### src/rtl/byte_serial_add_seq.sv
`default_nettype none
// ============================================================================
// Module      : byte_serial_add_seq
// Description : Multi-byte add/subtract sequencer wrapped around an external
//               8-bit combinational adder. It accepts wide operands over a
//               valid/ready handshake and feeds them to the adder one byte
//               per cycle, least-significant byte first. The adder carry is
//               chained between bytes. The assembled result is returned over
//               a second valid/ready handshake.
//
// Parameters  : NUM_BYTES  operand width in bytes (>= 2); W = 8*NUM_BYTES
//
// Ports       : clk, rst_n            clock (rising edge), async active-low reset
//               in_valid / in_ready   operand handshake
//               op_a, op_b [W]        operands
//               sub                   0 = A+B, 1 = A-B
//               out_valid / out_ready result handshake
//               result [W]            sum / difference (mod 2^W)
//               carry_out             final carry (sub: 1 = no borrow)
//               overflow              signed overflow (0 unless BYTE_SEQ_OVF_EN)
//               add_x, add_y [8]      byte operands to the adder
//               add_cin               carry into the adder
//               add_sum [8], add_cout adder outputs (combinational)
//
// Options     : define BYTE_SEQ_OVF_EN to enable signed-overflow detection.
//
// Revision    : 1.0  initial release
// ============================================================================

module byte_serial_add_seq #(
    parameter int NUM_BYTES = 4
) (
    input  logic                   clk,
    input  logic                   rst_n,

    input  logic                   in_valid,
    output logic                   in_ready,
    input  logic [8*NUM_BYTES-1:0] op_a,
    input  logic [8*NUM_BYTES-1:0] op_b,
    input  logic                   sub,

    output logic                   out_valid,
    input  logic                   out_ready,
    output logic [8*NUM_BYTES-1:0] result,
    output logic                   carry_out,
    output logic                   overflow,

    output logic [7:0]             add_x,
    output logic [7:0]             add_y,
    output logic                   add_cin,
    input  logic [7:0]             add_sum,
    input  logic                   add_cout
);

    localparam int c_W     = 8 * NUM_BYTES;
    localparam int c_IDX_W = $clog2(NUM_BYTES);
    localparam int c_OFS_W = c_IDX_W + 3;

    localparam logic [c_IDX_W-1:0] c_IDX_ZERO = '0;
    localparam logic [c_IDX_W-1:0] c_IDX_ONE  = c_IDX_W'(1);
    localparam logic [c_IDX_W-1:0] c_IDX_LAST = c_IDX_W'(NUM_BYTES - 1);

    typedef enum logic [1:0] {
        S_IDLE = 2'd0,
        S_RUN  = 2'd1,
        S_DONE = 2'd2
    } state_t;

    state_t               r_state;
    state_t               w_next_state;

    logic [c_W-1:0]       r_a;        // captured operand A
    logic [c_W-1:0]       r_b;        // captured operand B, pre-inverted for subtract
    logic [c_IDX_W-1:0]   r_idx;      // byte currently presented to the adder
    logic                 r_carry;    // carry chained between byte slices
    logic [c_W-1:0]       r_result;   // result assembled byte by byte

    logic [c_OFS_W-1:0]   w_byte_ofs; // bit offset of the current byte
    logic                 w_accept;
    logic                 w_last;

    assign w_byte_ofs = {r_idx, 3'b000};
    assign w_accept   = (r_state == S_IDLE) && in_valid;
    assign w_last     = (r_idx == c_IDX_LAST);

    // ------------------------------------------------------------------------
    // State register
    // ------------------------------------------------------------------------
    always_ff @(posedge clk or negedge rst_n) begin
        if (!rst_n) begin
            r_state <= S_IDLE;
        end else begin
            r_state <= w_next_state;
        end
    end

    // ------------------------------------------------------------------------
    // Next-state and handshake / adder-drive outputs
    // ------------------------------------------------------------------------
    always_comb begin
        w_next_state = r_state;
        in_ready     = 1'b0;
        out_valid    = 1'b0;
        add_x        = 8'h00;
        add_y        = 8'h00;
        add_cin      = 1'b0;

        case (r_state)
            S_IDLE: begin
                in_ready = 1'b1;
                if (in_valid) begin
                    w_next_state = S_RUN;
                end
            end
            S_RUN: begin
                add_x   = r_a[w_byte_ofs +: 8];
                add_y   = r_b[w_byte_ofs +: 8];
                add_cin = r_carry;
                if (w_last) begin
                    w_next_state = S_DONE;
                end
            end
            S_DONE: begin
                out_valid = 1'b1;
                if (out_ready) begin
                    w_next_state = S_IDLE;
                end
            end
            default: begin
                w_next_state = S_IDLE;
            end
        endcase
    end

    // ------------------------------------------------------------------------
    // Datapath: operand capture and byte-serial result assembly.
    // Subtraction is done as A + ~B + 1: B is inverted at capture and the
    // initial carry is seeded with sub, so the RUN loop is identical for both.
    // ------------------------------------------------------------------------
    always_ff @(posedge clk or negedge rst_n) begin
        if (!rst_n) begin
            r_a      <= '0;
            r_b      <= '0;
            r_idx    <= c_IDX_ZERO;
            r_carry  <= 1'b0;
            r_result <= '0;
        end else begin
            if (w_accept) begin
                r_a     <= op_a;
                r_b     <= op_b ^ {c_W{sub}};
                r_idx   <= c_IDX_ZERO;
                r_carry <= sub;
            end else if (r_state == S_RUN) begin
                r_result[w_byte_ofs +: 8] <= add_sum;
                r_carry                   <= add_cout;
                // After the last byte idx is don't-care until the next accept
                // reloads it, so it is allowed to step past NUM_BYTES-1.
                r_idx                     <= r_idx + c_IDX_ONE;
            end
        end
    end

    assign result    = r_result;
    assign carry_out = r_carry;

`ifdef BYTE_SEQ_OVF_EN
    // ------------------------------------------------------------------------
    // Signed overflow: operands of equal sign (after the subtract inversion)
    // producing a top byte whose sign differs from them. Evaluated while the
    // most significant byte is in the adder.
    // ------------------------------------------------------------------------
    logic r_ovf;

    always_ff @(posedge clk or negedge rst_n) begin
        if (!rst_n) begin
            r_ovf <= 1'b0;
        end else begin
            if (w_accept) begin
                r_ovf <= 1'b0;
            end else if ((r_state == S_RUN) && w_last) begin
                r_ovf <= (r_a[c_W-1] == r_b[c_W-1]) && (add_sum[7] != r_a[c_W-1]);
            end
        end
    end

    assign overflow = r_ovf;
`else
    assign overflow = 1'b0;
`endif

endmodule

`default_nettype wire

### config.mk
export PLATFORM = sky130hd
export DESIGN_NAME = byte_serial_add_seq
export DESIGN_NICKNAME = d
export VERILOG_FILES = /design/src/rtl/byte_serial_add_seq.sv
export SDC_FILE = /design/constraint.sdc
export NUM_CORES = 1
export LEC_CHECK = 0
export CAP_MARGIN = 25
export CORE_ASPECT_RATIO = 1.4
export CORE_MARGIN = 2
export CORE_UTILIZATION = 44
export DETAILED_ROUTE_END_ITERATION = 8
export GPL_TIMING_DRIVEN = 1
export PLACE_DENSITY_LB_ADDON = 0.12
export SLEW_MARGIN = 0
export SYNTH_ARGS = -nofsm -noshare
export SYNTH_HDL_FRONTEND = slang
export SYNTH_SLANG_ARGS = --single-unit
### constraint.sdc
create_clock -name clk -period 2.1 [get_ports clk]
set_input_delay 0.42 -clock clk [delete_from_list [all_inputs] [get_ports clk]]
set_output_delay 0.42 -clock clk [all_outputs]
set_load 0.02 [all_outputs]
==> impl_metrics.env, run 1 <==
export IMPL_synthArstFlopShare_pct=100.0
export IMPL_antenna_left=0
export IMPL_synth_nets=519
export IMPL_ys_seq_area_share_pct=53.05
export IMPL_ys_ff_latch=101
export IMPL_crit_required_ns=1.68
export IMPL_gr_total_overflow=0
export IMPL_firstDrtPassIters=4
export IMPL_htreeDepth=3
export IMPL_areaGrowthSynthToFinish_pct=36.71
export IMPL_p_leak_nw=2.729
export IMPL_status="complete, no violations"
export IMPL_hold_ws_ns=0.03976
export IMPL_post_drt_wl_per_cell_um=15.16
export IMPL_grt_max_degree=47
export IMPL_reg2reg_depth=8
export IMPL_r2r_start="r_idx[1]"
export IMPL_synthCells=435
export IMPL_grt_usage_pct=19.62
export IMPL_drcViolationCount=0
export IMPL_core_area_um2=10700
export IMPL_synth_edf_count=0
export IMPL_grt_pass1_wl_mm=17.86
export IMPL_critPathCaptureType="output pin"
export IMPL_hold_buffers=0
export IMPL_numCtsBuffers=9
export IMPL_post_route_min_period_ns=2.008
export IMPL_yosysUniqueCellTypes=32
export IMPL_critPathLaunchType="flip-flop"
export IMPL_clkTransAtPathRegs_ns=0.06
export IMPL_ys_flop_type="dfrtp_1"
export IMPL_reg2reg_slack_ns=0.29
export IMPL_period_share_pct=95.61
export IMPL_drive_gt1_share_pct=16.87
export IMPL_hpwl_mm=8.154
export IMPL_finalSetupTns_ns=0
export IMPL_worst_slack_ns=0.09221
export IMPL_viasPerCell=4.979
export IMPL_start_util_pct=44.54
export IMPL_path_class="reg -> out"
export IMPL_peakVddDrop_uv=822.0
export IMPL_grt_pass1_vias=3632
export IMPL_synth_area_um2=4765
export IMPL_tightestPinTransition_ns=0.4965
export IMPL_die_h_um=127.1
export IMPL_grt_util_met1_pct=22.49
export IMPL_clock_sinks=101
export IMPL_slew_headroom_pct=66.80
export IMPL_finalMaxSlewViolations=0
export IMPL_hold_violations=0
export IMPL_drv_cap=0
export IMPL_hp_class="in -> async"
export IMPL_wirelength_mm=10.85
export IMPL_power_density_nw_per_um2=1562
export IMPL_die_area_um2=11690
export IMPL_portBuffers=129
export IMPL_grtUsageMet2_pct=35.86
export IMPL_fin_area_um2=6514
export IMPL_clock_skew_ns=0.004394
export IMPL_dieWidth_um=91.95
export IMPL_insertion_delay_ns=0.34
export IMPL_nets=656
export IMPL_rows=45
export IMPL_setup_viol=0
export IMPL_clock_fmax_mhz=498.1
export IMPL_synth_warnings=0
export IMPL_syn_avg_cell_area_um2=10.95
export IMPL_postLayoutCoreUtil_pct=60.89
export IMPL_antenna_found_initial=0
export IMPL_grt_use_met3_pct=3.833
export IMPL_cts_buffer_depth=2
export IMPL_diodes=0
export IMPL_first_iter_violations=104
export IMPL_routabilityCongestion=0.7828
export IMPL_grt_setup_unrepaired="false"
export IMPL_dpl_cell_area_um2=6294
export IMPL_cts_root_buf="clkbuf_16"
export IMPL_cp_max_fo=7
export IMPL_pre_cts_slack_ns=-0.04919
export IMPL_via_count=3565
export IMPL_boundaryPins=131
export IMPL_grt_busiest_layer="met2"
export IMPL_cts_tree="done"
export IMPL_cp_arrival_ns=1.59
export IMPL_reg2reg_to="result[20]"
-- timing repair --
action / CTS / global route
gates resized for setup: 53 / 18
pin swaps: 0 / 0
endpoints found under the setup margin: 18 / 19
gates cloned: 0 / 0
buffers inserted: 0 / 0
-- metal layers --
| layer | vias to the layer above | routed length [µm] |
|---|---|---|
| met2 | 83 | 5903 |
| met3 | 13 | 445 |
| met5 | - | 0 |
| li1 | 1762 | - |
| met1 | 1707 | 4284 |
| met4 | 0 | 217 |
-- critical path, stage by stage (launching register included) --
cell,delay (ns)
dfrtp_1,0.39
nor2b_2,0.15
buf_4,0.14
nand2_2,0.07
buf_4,0.17
o22ai_1,0.12
buf_2,0.21
-- flip-flops by register name (all words and copies together) (netlist names) --
| signal | flops |
|---|---|
| result | 32 |
| r_state | 2 |
| r_a | 32 |
| r_b | 32 |
| carry_out | 1 |
| r_idx | 2 |
-- logic make-up (layout without fill, tap and decap cells) --
family,Yosys count,count (layout),share of synthesized area (%)
xor gates and xnor gates,32,32,5.882
buffers and inverters,33,173,4.123
other,1,1,0.07871
DFF,101,101,53.05
adders and majority gates,6,6,1.576
AOI/OAI and AO/OA,86,86,10.11
and+or+nand+nor,112,112,10.90
muxes,64,64,14.29
-- cells in the mapped netlist, drive strengths merged, types with 6 or more instances --
cell | count | area [µm²]
dfrtp | 101 | 2527
nand2 | 60 | 227.7
a21oi | 34 | 170.2
nor2 | 34 | 127.6
mux2 | 32 | 360.3
mux2i | 32 | 320.3
xnor2 | 32 | 280.3
o21ai | 28 | 140.1
buf | 24 | 162.7
o22ai | 16 | 100.1
clkbuf | 6 | 22.52
ha | 6 | 75.07
-- how the worst max path moves through the flow --
stage	startpoint	end	slack (ns)	depth (start not counted)
after floorplan	r_idx[1]	result[16]	0.01	8
after global placement	r_state[1]	add_x[6]	-0.02	6
after detailed placement	r_state[1]	add_x[6]	-0.05	6
after CTS	r_state[1]	add_x[5]	0.001	6
after global routing	r_state[1]	add_x[7]	0.0005	6
final	r_state[1]	add_x[7]	0.09	6
-- placed cells by master (no fill, tap or decap), drive strengths merged, types with 2 or more instances in the layout --
cell and count:
o21ai 28, buf 45, clkinvlp 2, nor2b 3, nand3b 4, dfrtp 101
a21oi 34, dlygate4sd2 2, nor2 34, nor3b 3, mux2 32, a32o 4
clkdlybuf4s50 108, ha 6, mux2i 32, nand3 2, inv 3, and4bb 2
nor4b 2, nand2 60, o22ai 16, clkbuf 10, xnor2 32
-- power by group --
| part | leakage, nW | internal [W] | switching, W | total (W) |
|---|---|---|---|---|
| sequential | 1.23 | 0.00289 | 0.000514 | 0.00341 |
| clock | 0.136 | 0.000940 | 0.000694 | 0.00163 |
| combinational | 1.37 | 0.00242 | 0.00271 | 0.00513 |
| total | 2.73 | 0.00625 | 0.00392 | 0.0102 |
-- layout make-up --
| cell class | instances | area, µm² |
|---|---|---|
| clock buffer | 10 | 239.0 |
| clock inverter | 4 | 50.05 |
| fill | 959 | 4184 |
| inverter | 3 | 11.26 |
| multi-input combinational | 301 | 2046 |
| sequential | 101 | 2529 |
| tap | 141 | 176.4 |
| timing repair buffer | 156 | 1463 |
-- per-stage QoR --
step | total power (W) | std cells
detailed placement | 0.008912 | 702
finish | 0.01017 | 716
floorplan | 0.006625 | 435
CTS | 0.01046 | 716
global placement | 0.008800 | 702
global route | 0.01089 | 716
Power figures use the tool's default switching activity.
==> run 2: changes to the inputs <==
Settings changed: CORE_MARGIN 2 to default.
==> impl_metrics.env, run 2 (synthesized netlist as in run 1, its figures left out) <==
export IMPL_grt_pass1_wl_mm=18.23
export IMPL_start_util_pct=45.55
export IMPL_grt_usage_pct=20.64
export IMPL_hpwl_mm=8.102
export IMPL_viasPerCell=5.078
export IMPL_cts_setup_buffers=0
export IMPL_reg2reg_depth=7
export IMPL_path_class="reg -> out"
export IMPL_clock_sinks=101
export IMPL_rows=44
export IMPL_die_area_um2=11250
export IMPL_fin_area_um2=6603
export IMPL_critPathLaunchType="flip-flop"
export IMPL_boundaryPins=131
export IMPL_firstDrtPassIters=4
export IMPL_first_iter_violations=133
export IMPL_finalSetupTns_ns=0
export IMPL_post_route_min_period_ns=1.976
export IMPL_cts_root_buf="clkbuf_16"
export IMPL_critPathCaptureType="output pin"
export IMPL_final_cell_mix="clkdlybuf4s50_1, dfrtp_1, nand2_1"
export IMPL_wirelength_mm=10.98
export IMPL_crit_required_ns=1.68
export IMPL_grt_setup_unrepaired="false"
export IMPL_dieWidth_um=89.95
export IMPL_antenna_left=0
export IMPL_areaGrowthSynthToFinish_pct=38.58
export IMPL_core_area_um2=10460
export IMPL_cts_buffer_depth=2
export IMPL_drive_gt1_share_pct=16.11
export IMPL_cp_arrival_ns=1.56
export IMPL_post_drt_wl_per_cell_um=15.48
export IMPL_routabilityCongestion=0.8241
export IMPL_finalMaxSlewViolations=0
export IMPL_insertion_delay_ns=0.34
export IMPL_drv_cap=0
export IMPL_period_share_pct=94.10
export IMPL_via_count=3600
export IMPL_clock_fmax_mhz=506.1
export IMPL_postLayoutCoreUtil_pct=63.12
export IMPL_reg2reg_slack_ns=0.23
export IMPL_die_h_um=125.1
export IMPL_status="complete, no violations"
export IMPL_nets=651
export IMPL_tightestPinTransition_ns=0.4964
export IMPL_hp_class="in -> async"
export IMPL_gr_total_overflow=0
export IMPL_grt_pass1_vias=3769
export IMPL_htreeDepth=3
export IMPL_clock_skew_ns=0.006961
export IMPL_setup_viol=0
export IMPL_reg2reg_to="result[21]"
export IMPL_antenna_found_initial=0
export IMPL_dpl_cell_area_um2=6315
export IMPL_cp_max_fo=9
export IMPL_hold_violations=0
export IMPL_p_leak_nw=2.766
export IMPL_final_common_cell="clkdlybuf4s50_1"
export IMPL_portBuffers=129
export IMPL_grt_max_degree=39
export IMPL_numCtsBuffers=9
export IMPL_cts_tree="done"
export IMPL_drcViolationCount=0
export IMPL_slew_headroom_pct=66.81
export IMPL_peakVddDrop_uv=821.9
export IMPL_r2r_start="r_idx[1]"
export IMPL_diodes=0
export IMPL_clkTransAtPathRegs_ns=0.06
export IMPL_power_density_nw_per_um2=1600
run 2: cell count changes in the layout (fill, tap and decap cells not counted), moves of 2 or more:
cell | before | now
clkbuf_2 | 0 | 3
buf_4 | 24 | 14
buf_12 | 4 | 9
clkinvlp_4 | 2 | 0
bufinv_16 | 1 | 4
buf_2 | 16 | 14
run 2: timing repair:
item / CTS / global route
gates resized for setup: 48 / 18
pin swaps: 0 / 0
hold buffers: 0 / 0
setup endpoints to repair: 18 / 19
run 2: worst max path at each step:
stage	from	to	cells past startpoint
2_1_floorplan	r_idx[1]	result[16]	8
3_3_place_gp	r_state[1]	add_y[1]	5
3_5_place_dp	r_state[1]	add_y[7]	5
4_1_cts	r_state[1]	add_y[0]	5
5_1_grt	r_state[1]	add_y[5]	5
6_report	r_state[1]	add_cin	4
run 2: worst max-delay path, cell delays in order (launching register included):
cell and delay (ns):
dfrtp_1 0.39, nor2b_2 0.17, buf_4 0.19, and2_1 0.15, dlygate4sd2_1 0.33
run 2: layer usage:
layer | wire length, µm | GRT usage, % | share of wire [%] | up-vias
met5 | 0 | 0 | 0 | -
met4 | 221 | 8.254 | 2.0 | 0
met3 | 407 | 3.650 | 3.7 | 16
met2 | 5838 | 37.42 | 53 | 104
met1 | 4509 | 24.06 | 41 | 1734
li1 | - | - | - | 1746
run 2: cell type report:
cell class	count	area, µm²
clock buffers	11	242.7
fillers	885	3857
flip-flops and latches	101	2529
well taps	138	172.7
clock inverters	4	120.1
inverters	3	11.26
repair buffers	151	1481
multi-input cells	301	2046
run 2: stage by stage:
step,power [W],instances,hold slack (ns),worst slack (ns)
floorplan,0.006625,435,0.1244,0.009649
global placement,0.008798,694,0.4139,0.02707
detailed placement,0.008939,694,0.4146,-0.01409
CTS,0.01086,709,0.04752,0.0003607
global route,0.01124,709,0.07394,0.01858
finish,0.01057,709,0.03895,0.1239
run 2: power by group:
group / total, W / switching (W) / internal (W)
sequential: 0.00342 / 0.000530 / 0.00289
combinational: 0.00516 / 0.00274 / 0.00242
clock: 0.00199 / 0.000675 / 0.00131
total: 0.0106 / 0.00394 / 0.00662
==> run 3: changes to the inputs <==
Settings changed: CORE_UTILIZATION 44 to 45, CTS_BUF_LIST from default to sky130_fd_sc_hd__clkbuf_2 sky130_fd_sc_hd__clkbuf_4 sky130_fd_sc_hd__clkbuf_8, SKIP_CTS_REPAIR_TIMING from default to 1.
==> impl_metrics.env, run 3 (synthesized netlist as in run 1, its figures left out) <==
export IMPL_clock_skew_ns=0.003633
export IMPL_power_density_nw_per_um2=1524
export IMPL_drive_gt1_share_pct=16.12
export IMPL_antenna_found_initial=0
export IMPL_drcViolationCount=0
export IMPL_fin_total_pwr_w=0.009884
export IMPL_max_stage_delay_ns=0.39
export IMPL_clock_fmax_mhz=495.6
export IMPL_path_cells="nor2b_2 -> nand2_1 -> buf_4 -> o22ai_1 -> dlymetal6s2s_1"
export IMPL_portBuffers=129
export IMPL_grt_pass1_wl_mm=17.53
export IMPL_hold_violations=0
export IMPL_cp_slowest_cell="dfrtp_1"
export IMPL_grt_max_degree=44
export IMPL_numCtsBuffers=9
export IMPL_hold_ws_ns=0.4848
export IMPL_period_share_pct=96.07
export IMPL_insertion_delay_ns=0.36
export IMPL_core_area_um2=10350
export IMPL_reg2reg_depth=7
export IMPL_min_from="result[14]"
export IMPL_cp_max_fo=7
export IMPL_areaGrowthSynthToFinish_pct=36.16
export IMPL_grt_setup_unrepaired="false"
export IMPL_nFillCells=913
export IMPL_htreeDepth=3
export IMPL_via_count=3604
export IMPL_wirelength_mm=10.95
export IMPL_clkTransAtPathRegs_ns=0.09
export IMPL_die_h_um=123.8
export IMPL_reg2reg_slack_ns=0.18
export IMPL_first_iter_violations=156
export IMPL_clock_sinks=101
export IMPL_die_area_um2=11010
export IMPL_tightestPinTransition_ns=0.5030
export IMPL_critPathLaunchType="flip-flop"
export IMPL_cts_buffer_depth=2
export IMPL_boundaryPins=131
export IMPL_nets=656
export IMPL_pre_cts_slack_ns=0.001015
export IMPL_diodes=0
export IMPL_grt_usage_pct=21.26
export IMPL_critPathCaptureType="output pin"
export IMPL_slew_headroom_pct=66.36
export IMPL_cts_tree="done"
export IMPL_min_delay_worst_endpoint="result[14]"
export IMPL_setup_viol=0
export IMPL_drv_cap=0
export IMPL_gr_total_overflow=0
export IMPL_finalMaxSlewViolations=0
export IMPL_firstDrtPassIters=6
export IMPL_hp_class="reg -> reg"
export IMPL_worst_slack_ns=0.08244
export IMPL_viasPerCell=5.041
export IMPL_post_route_min_period_ns=2.018
export IMPL_r2r_start="r_idx[1]"
export IMPL_rows=44
export IMPL_routabilityCongestion=0.8144
export IMPL_hpwl_mm=8.388
export IMPL_cts_root_buf="clkbuf_8"
export IMPL_p_leak_nw=2.785
export IMPL_status="complete, no violations"
export IMPL_grt_pass1_vias=3665
export IMPL_final_cell_mix="clkdlybuf4s50_1, dfrtp_1, nand2_1"
export IMPL_dieWidth_um=88.97
export IMPL_post_drt_wl_per_cell_um=15.32
export IMPL_start_util_pct=46.03
export IMPL_antenna_left=0
export IMPL_reg2reg_to="result[30]"
export IMPL_crit_required_ns=1.68
export IMPL_peakVddDrop_uv=737.6
export IMPL_final_common_cell="clkdlybuf4s50_1"
export IMPL_path_class="reg -> out"
export IMPL_worstHoldPathCells=2
export IMPL_cp_arrival_ns=1.60
-- run 3: cell count changes in the layout (fill, tap and decap cells not counted), moves of 2 or more --
cell	previous run	this run
bufinv_16	4	1
buf_4	14	21
dlygate4sd2_1	2	0
clkbuf_4	0	2
dlymetal6s2s_1	1	7
clkbuf_8	1	11
buf_2	14	3
buf_12	9	6
clkbuf_16	9	0
clkbuf_2	3	10
-- run 3: routing by layer --
layer	track usage (%)	wire length, µm	vias to the layer above
li1	-	-	1762
met1	24.01	4133	1715
met2	39.42	6046	108
met3	3.380	483	19
met4	8.433	289	0
met5	0	0	-
-- run 3: worst max path at each step --
stage	start	cells past startpoint	to	slack, ns
3_3_place_gp	r_state[1]	5	add_x[5]	0.004
2_1_floorplan	r_idx[1]	8	result[16]	0.01
3_5_place_dp	r_state[1]	5	add_y[3]	0.001
4_1_cts	r_state[1]	5	add_y[6]	-0.42
6_report	r_state[1]	5	add_x[1]	0.08
5_1_grt	r_state[1]	5	add_x[5]	0.003
-- run 3: report_power, final --
part	switching (W)	internal, W	total [W]
registers	0.000516	0.00289	0.00340
clock network	0.000635	0.000644	0.00128
logic	0.00274	0.00246	0.00520
-- run 3: cell type report --
type / instances / area (µm²) / area share (%)
inverters: 3 / 11.26 / 0.1736
clock buffers: 13 / 166.4 / 2.565
repair buffers: 156 / 1521 / 23.45
flip-flops and latches: 101 / 2529 / 38.98
multi-input cells: 301 / 2043 / 31.49
clock inverters: 3 / 43.79 / 0.6750
well taps: 138 / 172.7 / 2.662
-- run 3: worst max-delay path: cells and delay by family (launching register included) --
| family | cells | cell delay (ns) |
|---|---|---|
| buffers and inverters | 2 | 0.42 |
| flip-flops | 1 | 0.39 |
| AND/OR/NAND/NOR | 2 | 0.26 |
| AO/OA/AOI/OAI | 1 | 0.16 |
-- run 3: stage by stage --
stage          area, µm²  TNS, ns  utilization [%]  cells
6_report            6487        0            62.68    715
4_1_cts             6518   -6.747            62.97    714
2_1_floorplan       4765        0                -    435
3_5_place_dp        6307        0            60.94    698
5_1_grt             6487        0            62.68    715
3_3_place_gp        6307        0            60.94    698
